==> config.mk <==
export PLATFORM = sky130hd
export DESIGN_NAME = dq_follow_monitor
export DESIGN_NICKNAME = d
export VERILOG_FILES = /design/src/rtl/fvmon_pkg.sv /design/src/rtl/dq_hist_shift.sv /design/src/rtl/dq_follow_monitor.sv
export SDC_FILE = /design/constraint.sdc
export NUM_CORES = 1
export LEC_CHECK = 0
export CAP_MARGIN = 20
export CORE_ASPECT_RATIO = 0.8
export CORE_UTILIZATION = 55
export CTS_CLUSTER_SIZE = 8
export DETAILED_ROUTE_END_ITERATION = 16
export DONT_BUFFER_PORTS = 1
export PLACE_DENSITY_LB_ADDON = 0.05
export SLEW_MARGIN = 10
export SYNTH_ARGS = -nofsm -noshare
export SYNTH_HDL_FRONTEND = slang
export SYNTH_SLANG_ARGS = --single-unit
==> constraint.sdc <==
create_clock -name clk -period 5.6 [get_ports clk]
set_clock_uncertainty 0.2 [all_clocks]
set_input_delay 1.4 -clock clk [delete_from_list [all_inputs] [get_ports clk]]
set_output_delay 1.4 -clock clk [all_outputs]
set_load 0.05 [all_outputs]
==> src/rtl/fvmon_pkg.sv <==
`default_nettype none
// +----------------------------------------------------------------------+
// | fvmon_pkg: shared types and helpers for the d/q follow monitor       |
// | Revision: 1.0                                                        |
// +----------------------------------------------------------------------+
package fvmon_pkg;

  typedef enum logic [1:0] {
    DISABLED = 2'd0,
    WARMUP   = 2'd1,
    ACTIVE   = 2'd2
  } mon_state_e;

  localparam int FVMON_LAT_DEF   = 1;
  localparam int FVMON_CNT_W_DEF = 16;

  // Callers zero-extend into 64 bits and truncate the result back to their width.
  function automatic logic [63:0] sat_inc(input logic [63:0] val, input logic [63:0] max_val);
    return (val >= max_val) ? max_val : val + 64'd1;
  endfunction

endpackage
`default_nettype wire

==> src/rtl/dq_hist_shift.sv <==
`default_nettype none
// +----------------------------------------------------------------------+
// | dq_hist_shift: LAT-deep {d, valid} history, oldest entry at output   |
// | Revision: 1.0                                                        |
// +----------------------------------------------------------------------+
module dq_hist_shift #(
  parameter int LAT = 1
) (
  input  logic clk,
  input  logic reset_n,
  input  logic flush_i,
  input  logic d_i,
  input  logic vld_i,
  output logic old_d_o,
  output logic old_vld_o
);

  logic [LAT-1:0] d_q;
  logic [LAT-1:0] d_d;
  logic [LAT-1:0] vld_q;
  logic [LAT-1:0] vld_d;

  always_comb begin
    d_d      = d_q;
    vld_d    = vld_q;
    d_d[0]   = d_i;
    vld_d[0] = vld_i;
    for (int i = 1; i < LAT; i++) begin
      d_d[i]   = d_q[i-1];
      vld_d[i] = vld_q[i-1];
    end
    // A flush aborts every in-flight check rather than deferring it.
    if (flush_i) begin
      vld_d = '0;
    end
  end

  always_ff @(posedge clk or negedge reset_n) begin
    if (!reset_n) begin
      d_q   <= '0;
      vld_q <= '0;
    end else begin
      d_q   <= d_d;
      vld_q <= vld_d;
    end
  end

  assign old_d_o   = d_q[LAT-1];
  assign old_vld_o = vld_q[LAT-1];

endmodule
`default_nettype wire

==> src/rtl/dq_follow_monitor.sv <==
`default_nettype none
// +----------------------------------------------------------------------+
// | dq_follow_monitor: checks q equals d from LAT cycles earlier         |
// | Revision: 1.0                                                        |
// +----------------------------------------------------------------------+
module dq_follow_monitor
  import fvmon_pkg::*;
#(
  parameter int LAT   = FVMON_LAT_DEF,
  parameter int CNT_W = FVMON_CNT_W_DEF
) (
  input  logic             clk,
  input  logic             reset_n,
  input  logic             disable_i,
  input  logic             check_all,
  input  logic             clear,
  input  logic             d,
  input  logic             q,
  output logic             fail_pulse,
  output logic             err_sticky,
  output logic [CNT_W-1:0] pass_cnt,
  output logic [CNT_W-1:0] fail_cnt,
  output logic [CNT_W-1:0] first_fail_cyc,
  output logic [1:0]       state_o
);

  localparam int              WC_W    = (LAT > 1) ? $clog2(LAT) : 1;
  localparam logic [WC_W-1:0] WC_LOAD = WC_W'(LAT - 1);
  localparam logic [63:0]     CNT_MAX = (64'd1 << CNT_W) - 64'd1;

  function automatic logic [CNT_W-1:0] sat_cnt(input logic [CNT_W-1:0] v);
    return CNT_W'(sat_inc(64'(v), CNT_MAX));
  endfunction

  mon_state_e       state_q, state_d;
  logic [WC_W-1:0]  wcnt_q, wcnt_d;
  logic             fail_pulse_q, fail_pulse_d;
  logic             err_q, err_d;
  logic [CNT_W-1:0] pass_q, pass_d;
  logic [CNT_W-1:0] fail_q, fail_d;
  logic [CNT_W-1:0] ffc_q, ffc_d;
  logic [CNT_W-1:0] cyc_q, cyc_d;

  logic hist_d;
  logic hist_vld;
  logic chk_fire;
  logic chk_fail;

  dq_hist_shift #(
    .LAT (LAT)
  ) u_hist (
    .clk       (clk),
    .reset_n   (reset_n),
    .flush_i   (disable_i),
    .d_i       (d),
    .vld_i     (~disable_i),
    .old_d_o   (hist_d),
    .old_vld_o (hist_vld)
  );

  // The DISABLED edge counts as the first of LAT warm-up edges.
  always_comb begin
    state_d = state_q;
    wcnt_d  = wcnt_q;
    if (disable_i) begin
      state_d = DISABLED;
    end else begin
      case (state_q)
        DISABLED: begin
          wcnt_d  = WC_LOAD;
          state_d = (LAT == 1) ? ACTIVE : WARMUP;
        end
        WARMUP: begin
          wcnt_d = wcnt_q - WC_W'(1);
          if (wcnt_q <= WC_W'(1)) begin
            state_d = ACTIVE;
          end
        end
        ACTIVE:  state_d = ACTIVE;
        default: state_d = DISABLED;
      endcase
    end
  end

  always_comb begin
    chk_fire     = (state_q == ACTIVE) && hist_vld && !disable_i && (check_all || hist_d);
    chk_fail     = chk_fire && (q != hist_d);
    fail_pulse_d = chk_fail;
    pass_d       = pass_q;
    fail_d       = fail_q;
    err_d        = err_q;
    ffc_d        = ffc_q;
    cyc_d        = sat_cnt(cyc_q);
    // Clear wins over a same-edge result, but the pulse still reports it.
    if (clear) begin
      pass_d = '0;
      fail_d = '0;
      err_d  = 1'b0;
      ffc_d  = '0;
    end else begin
      if (chk_fire && !chk_fail) begin
        pass_d = sat_cnt(pass_q);
      end
      if (chk_fail) begin
        fail_d = sat_cnt(fail_q);
        if (!err_q) begin
          err_d = 1'b1;
          ffc_d = cyc_q;
        end
      end
    end
  end

  always_ff @(posedge clk or negedge reset_n) begin
    if (!reset_n) begin
      state_q      <= DISABLED;
      wcnt_q       <= '0;
      fail_pulse_q <= 1'b0;
      err_q        <= 1'b0;
      pass_q       <= '0;
      fail_q       <= '0;
      ffc_q        <= '0;
      cyc_q        <= '0;
    end else begin
      state_q      <= state_d;
      wcnt_q       <= wcnt_d;
      fail_pulse_q <= fail_pulse_d;
      err_q        <= err_d;
      pass_q       <= pass_d;
      fail_q       <= fail_d;
      ffc_q        <= ffc_d;
      cyc_q        <= cyc_d;
    end
  end

  assign fail_pulse     = fail_pulse_q;
  assign err_sticky     = err_q;
  assign pass_cnt       = pass_q;
  assign fail_cnt       = fail_q;
  assign first_fail_cyc = ffc_q;
  assign state_o        = state_q;

endmodule
`default_nettype wire

# Yosys cells after proc, flatten, opt, wreduce, memory -nomap -nowiden

Cells that the tools add are included.

Bits in registers: 71
Output and inout bits: 52

Add/subtract/negate cells: 4
$lt $le $gt $ge: 4
Equality and inequality tests: 5
Mux-type cells: 17
Bitwise operators: 1
Reductions and logical operators: 15

Operator list:

| operator              | count |
|---|---|
| $mux 16               | 10 |
| $add 16x1->16 const B | 3 |
| $ge 16x16->1 const B  | 3 |
| $reduce_bool 2->1     | 3 |
| $logic_and 1x1->1     | 5 |
| $mux 2                | 2 |
| $pmux 2 s2            | 1 |
| $reduce_and 2->1      | 2 |
| $mux 1                | 3 |
| $ne 3x3->1 const B    | 1 |
| $eq 2x1->1 const B    | 1 |
| $eq 2x2->1 const B    | 1 |
| $logic_not 1->1       | 2 |
| $logic_not 2->1       | 1 |
| $ne 2x2->1 const B    | 1 |
| $pmux 1 s2            | 1 |
| $reduce_or 2->1       | 1 |
| $le 1x1->1 const B    | 1 |
| $logic_or 1x1->1      | 1 |
| $ne 1x1->1            | 1 |
| $not 1->1             | 1 |
| $sub 1x1->1 const B   | 1 |

# Depth between registers and ports, before layout

Depth after elaboration: 9
Mapped depth: 7
Depth with buffers taken out: 5

# Hierarchy

From an unflattened synthesis, not the netlist that was laid out.

Cell total of the unflattened synthesis: 347
Area total of the unflattened synthesis: 3,408.3 µm²

Modules (own cells, without submodules):

| module            | instances | cells an instance | area an instance (µm²) |
|---|---|---|---|
| dq_follow_monitor | 1         | 344               | 3,344.5 |
| dq_hist_shift     | 1         | 3                 | 63.8 |

# Worst setup path before layout

No wires, ideal clock.

Path kind: in2reg
From: input port q
To: register pass_q[9] (netlist: pass_cnt[9])
Library setup time: 0.119 ns
Arrival time: 2.650 ns
Data required time: 5.281 ns
Slack: 2.631 ns
Stages: 5
Cells stage by stage: or3b_2 a21oi_1 buf_2 o22ai_1 a21bo_2

Cells in the longest elaborated chain, start to end: 5

Ends and longest elaborated chain:

| item                        | RTL line                 | text |
|---|---|---|
| start, declared             | dq_follow_monitor.sv:18  | `input logic q,` |
| $ne 1x1->1                  | dq_follow_monitor.sv:87  | `chk_fail = chk_fire && (q != hist_d);` |
| $logic_and 1x1->1           | dq_follow_monitor.sv:87  |  |
| $logic_not 1->1             | dq_follow_monitor.sv:101 | `if (chk_fire && !chk_fail) begin` |
| $logic_and 1x1->1           | dq_follow_monitor.sv:101 |  |
| $reduce_bool 2->1 (no line) | n/a                      |  |
| end signal, assigned        | dq_follow_monitor.sv:129 | `pass_q <= pass_d;` |
| end, declared               | dq_follow_monitor.sv:39  | `logic [CNT_W-1:0] pass_q, pass_d;` |

Every way passes these cells.
A chain may end at the register's enable or synchronous reset.

# Worst setup path after layout

From: input port q
To: register pass_q[12] (netlist: pass_cnt[12])

Same word-level chain as after synthesis.

==> run summary <==
R2r endpoint -> fail_cnt[7]
Multi-input logic area -> 1595 sq um
Count leader, synth -> dfrtp_1
WHS -> 0.3485 ns
Synth top area share -> 0.4917
Compound-gate portion of the synthesized area -> 0.2310
CP Class -> input port to register
Achievable Freq -> 312.1 MHz
WL final -> 7.594 mm
Static leakage -> 0.001588 uW
Min-delay worst type -> register to register
FF-to-FF Start -> fail_cnt[4]
H-tree levels -> 3
Total track usage -> 0.2463
Critical Path RT -> 5.63 ns
Die H -> 72.95 um
Share of layout cells above drive strength 1 -> 0.1053
CP Launch Type -> input port
# Post-CTS Setup Buffers -> 0
Worst Setup SP -> q
M2 GR Usage -> 0.3636
CTS sink cnt -> 68
Final design utilization -> 0.6165
# diodes -> 0
Core box area -> 5974 sq um
Critical Path End -> pass_cnt[12]
TritonCTS Buffers -> 9
Port Buf Inserts -> 0
Starting Density -> 0.5793
Number of synthesized flops with an enable pin -> 0
Clk_lat worst skew -> 0.34 ns
Sequential standard cell area -> 1702 sq um
Synth Area in Simple Gates -> 0.1891
Min setup slack post-route -> 2.396 ns
Ys async rst share -> 1.000
Synth Area in Adders -> 0.01085
Synth unique cells -> 55
Post-CTS sizing -> 0
Hold buffers post-CTS -> 0
Seq cells post-synth -> 68
Grt met3 use -> 0.09792
Congestion Overflow GR -> 0
Worst-path fanout max -> 13
Mux share of post-synthesis cell area -> 0.006146
Drt wl/cell -> 17.95 um
Crit path DAT -> 3.24 ns
Row count -> 25
Via Count -> 2741
Endpoints failing setup -> 0
Worst Max-Slew Pin Slew -> 1.014 ns
Post-Syn Area per Cell -> 10.06 sq um
Pre-CTS setup slack -> 2.034 ns
Synth area leader -> dfrtp_1
First-pass GRT wire length -> 12.51 mm
Number of antenna-violating nets in the routed design -> 0
VDD IR-drop max -> 0.1908 mV
Post-Syn Area -> 3461 sq um
Type of destination of the critical path -> register
XOR/XNOR Fraction of Synth Area -> 0.02278
Power Dens Cells -> 254.7 nW/um^2
Fillers -> 504
Period Utilization, post-route -> 0.5721
Hpwl dp -> 5.065 mm
DR iter-0 viols -> 123
DR DRC count -> 0
Hold Fails Final Rpt -> 0
CTS max path bufs -> 2
Flop2flop setup slack -> 2.74 ns
Antenna violations before repair -> 0
Sequential fraction of the synthesis area -> 0.4917
Layout area overhead -> 6.435%
Slew Limit Fails -> 0
CTS tree -> done
# nets final -> 347
Total negative slack -> 0 ns
Grt peak-use layer -> met2
Die Wd -> 90.69 um
RSZ-0062 raised after global routing -> no
Yosys warns -> 0
Post-Syn Nets -> 354
Clk pin slew, worst setup/hold paths -> 0.08 ns
Worst slew margin -> 0.3238
GRT met1 Usage -> 0.3392
Vias per std cell -> 6.480
Die footprint -> 6615 sq um
Max-Cap Viols -> 0
Top post-synthesis cells by area -> dfrtp_1 49%, a22o_1 5.6%, a21oi_1 2.7%
R2r worst-path depth -> 4
Vias in the first global route -> 2456
Clock Tree Root -> clkbuf_8
Num ports -> 59
Status -> finished clean
Gpl congestion -> 0.8272
Synth Flop Type -> dfrtp_1
Total chip power -> 938.1 uW
Largest net degree at the start of global routing -> 69
Main combinational cell family by area after synthesis -> compound AO/OA/AOI/OAI gates
Final min period -> 3.204 ns
Most frequent cells after synthesis -> 68 x dfrtp_1, 22 x a22o_1, 19 x a21oi_1, 19 x inv_1, 19 x nor2_1
First drt pass iteration count -> 4
Synth Instances -> 344
flip-flops by register name (all words and copies together), names as in the netlist:
name / count
cyc_q: 16
fail_cnt: 16
pass_cnt: 16
state_o: 1
first_fail_cyc: 16
err_sticky: 1
u_hist.old_d_o: 1
fail_pulse: 1
placed cells by master (no fill, tap or decap), types with 4 or more instances in the layout:
cell / n
a22o_1: 22
nor4_1: 6
inv_1: 19
nand2b_1: 4
and4_1: 6
clkbuf_8: 9
o2bb2ai_1: 10
nand2_1: 17
nand4_1: 10
dfrtp_1: 68
a21oi_1: 19
o22ai_1: 10
o21ai_0: 13
a31oi_1: 7
xnor2_1: 6
and3_1: 8
nand3_1: 16
a21o_1: 4
nor2_1: 19
nor3_1: 10
power by group:
part	total (uW)	internal (uW)	switching (uW)
logic	26.2	9.69	16.5
clock network	404	207	198
registers	507	494	13.7
total	938	710	228
worst min-delay path by stage:
| stage | startpoint | endpoint | slack (ns) | cells past startpoint |
|---|---|---|---|---|
| finish | cyc_q[15] | first_fail_cyc[15] | 0.35 | 1 |
| detailed placement | cyc_q[15] | first_fail_cyc[15] | 0.33 | 1 |
| CTS | cyc_q[14] | cyc_q[14] | 0.35 | 1 |
| global route | cyc_q[12] | first_fail_cyc[12] | 0.38 | 1 |
| floorplan | cyc_q[12] | first_fail_cyc[12] | 0.28 | 1 |
| global placement | cyc_q[12] | first_fail_cyc[12] | 0.31 | 1 |
worst max-delay path: stages:
cell and delay, ns:
or3b_2 0.50, a21oi_1 0.83, nand4_1 0.18, mux2_2 0.31
cells by family (layout without fill, tap and decap cells):
kind of cell,Yosys count,after routing
flops,68,68
xor+xnor,9,9
buf+inv,39,37
simple gates,114,114
mux,2,2
fa+ha+maj,3,3
other cells,1,1
compound gates,108,108
through the flow:
stage	cells	area [sq um]
2_1_floorplan	344	3461
3_3_place_gp	406	3477
3_5_place_dp	407	3485
4_1_cts	423	3684
5_1_grt	423	3684
6_report	423	3684
routing by layer:
| layer | vias up | routed length, um |
|---|---|---|
| met2 | 86 | 3300 |
| met3 | 7 | 556 |
| met1 | 1359 | 3676 |
| met5 | - | 0 |
| li1 | 1289 | - |
| met4 | 0 | 60 |
area by class of cell:
class	instances	share of cell area
inverters	19	0.01936
multi-input cells	237	0.4331
repair buffers	2	0.004076
well taps	81	0.02751
clock buffers	9	0.03363
flip-flops and latches	68	0.4620
clock inverters	7	0.02038
No activity file was read; power rests on OpenSTA's default activity.
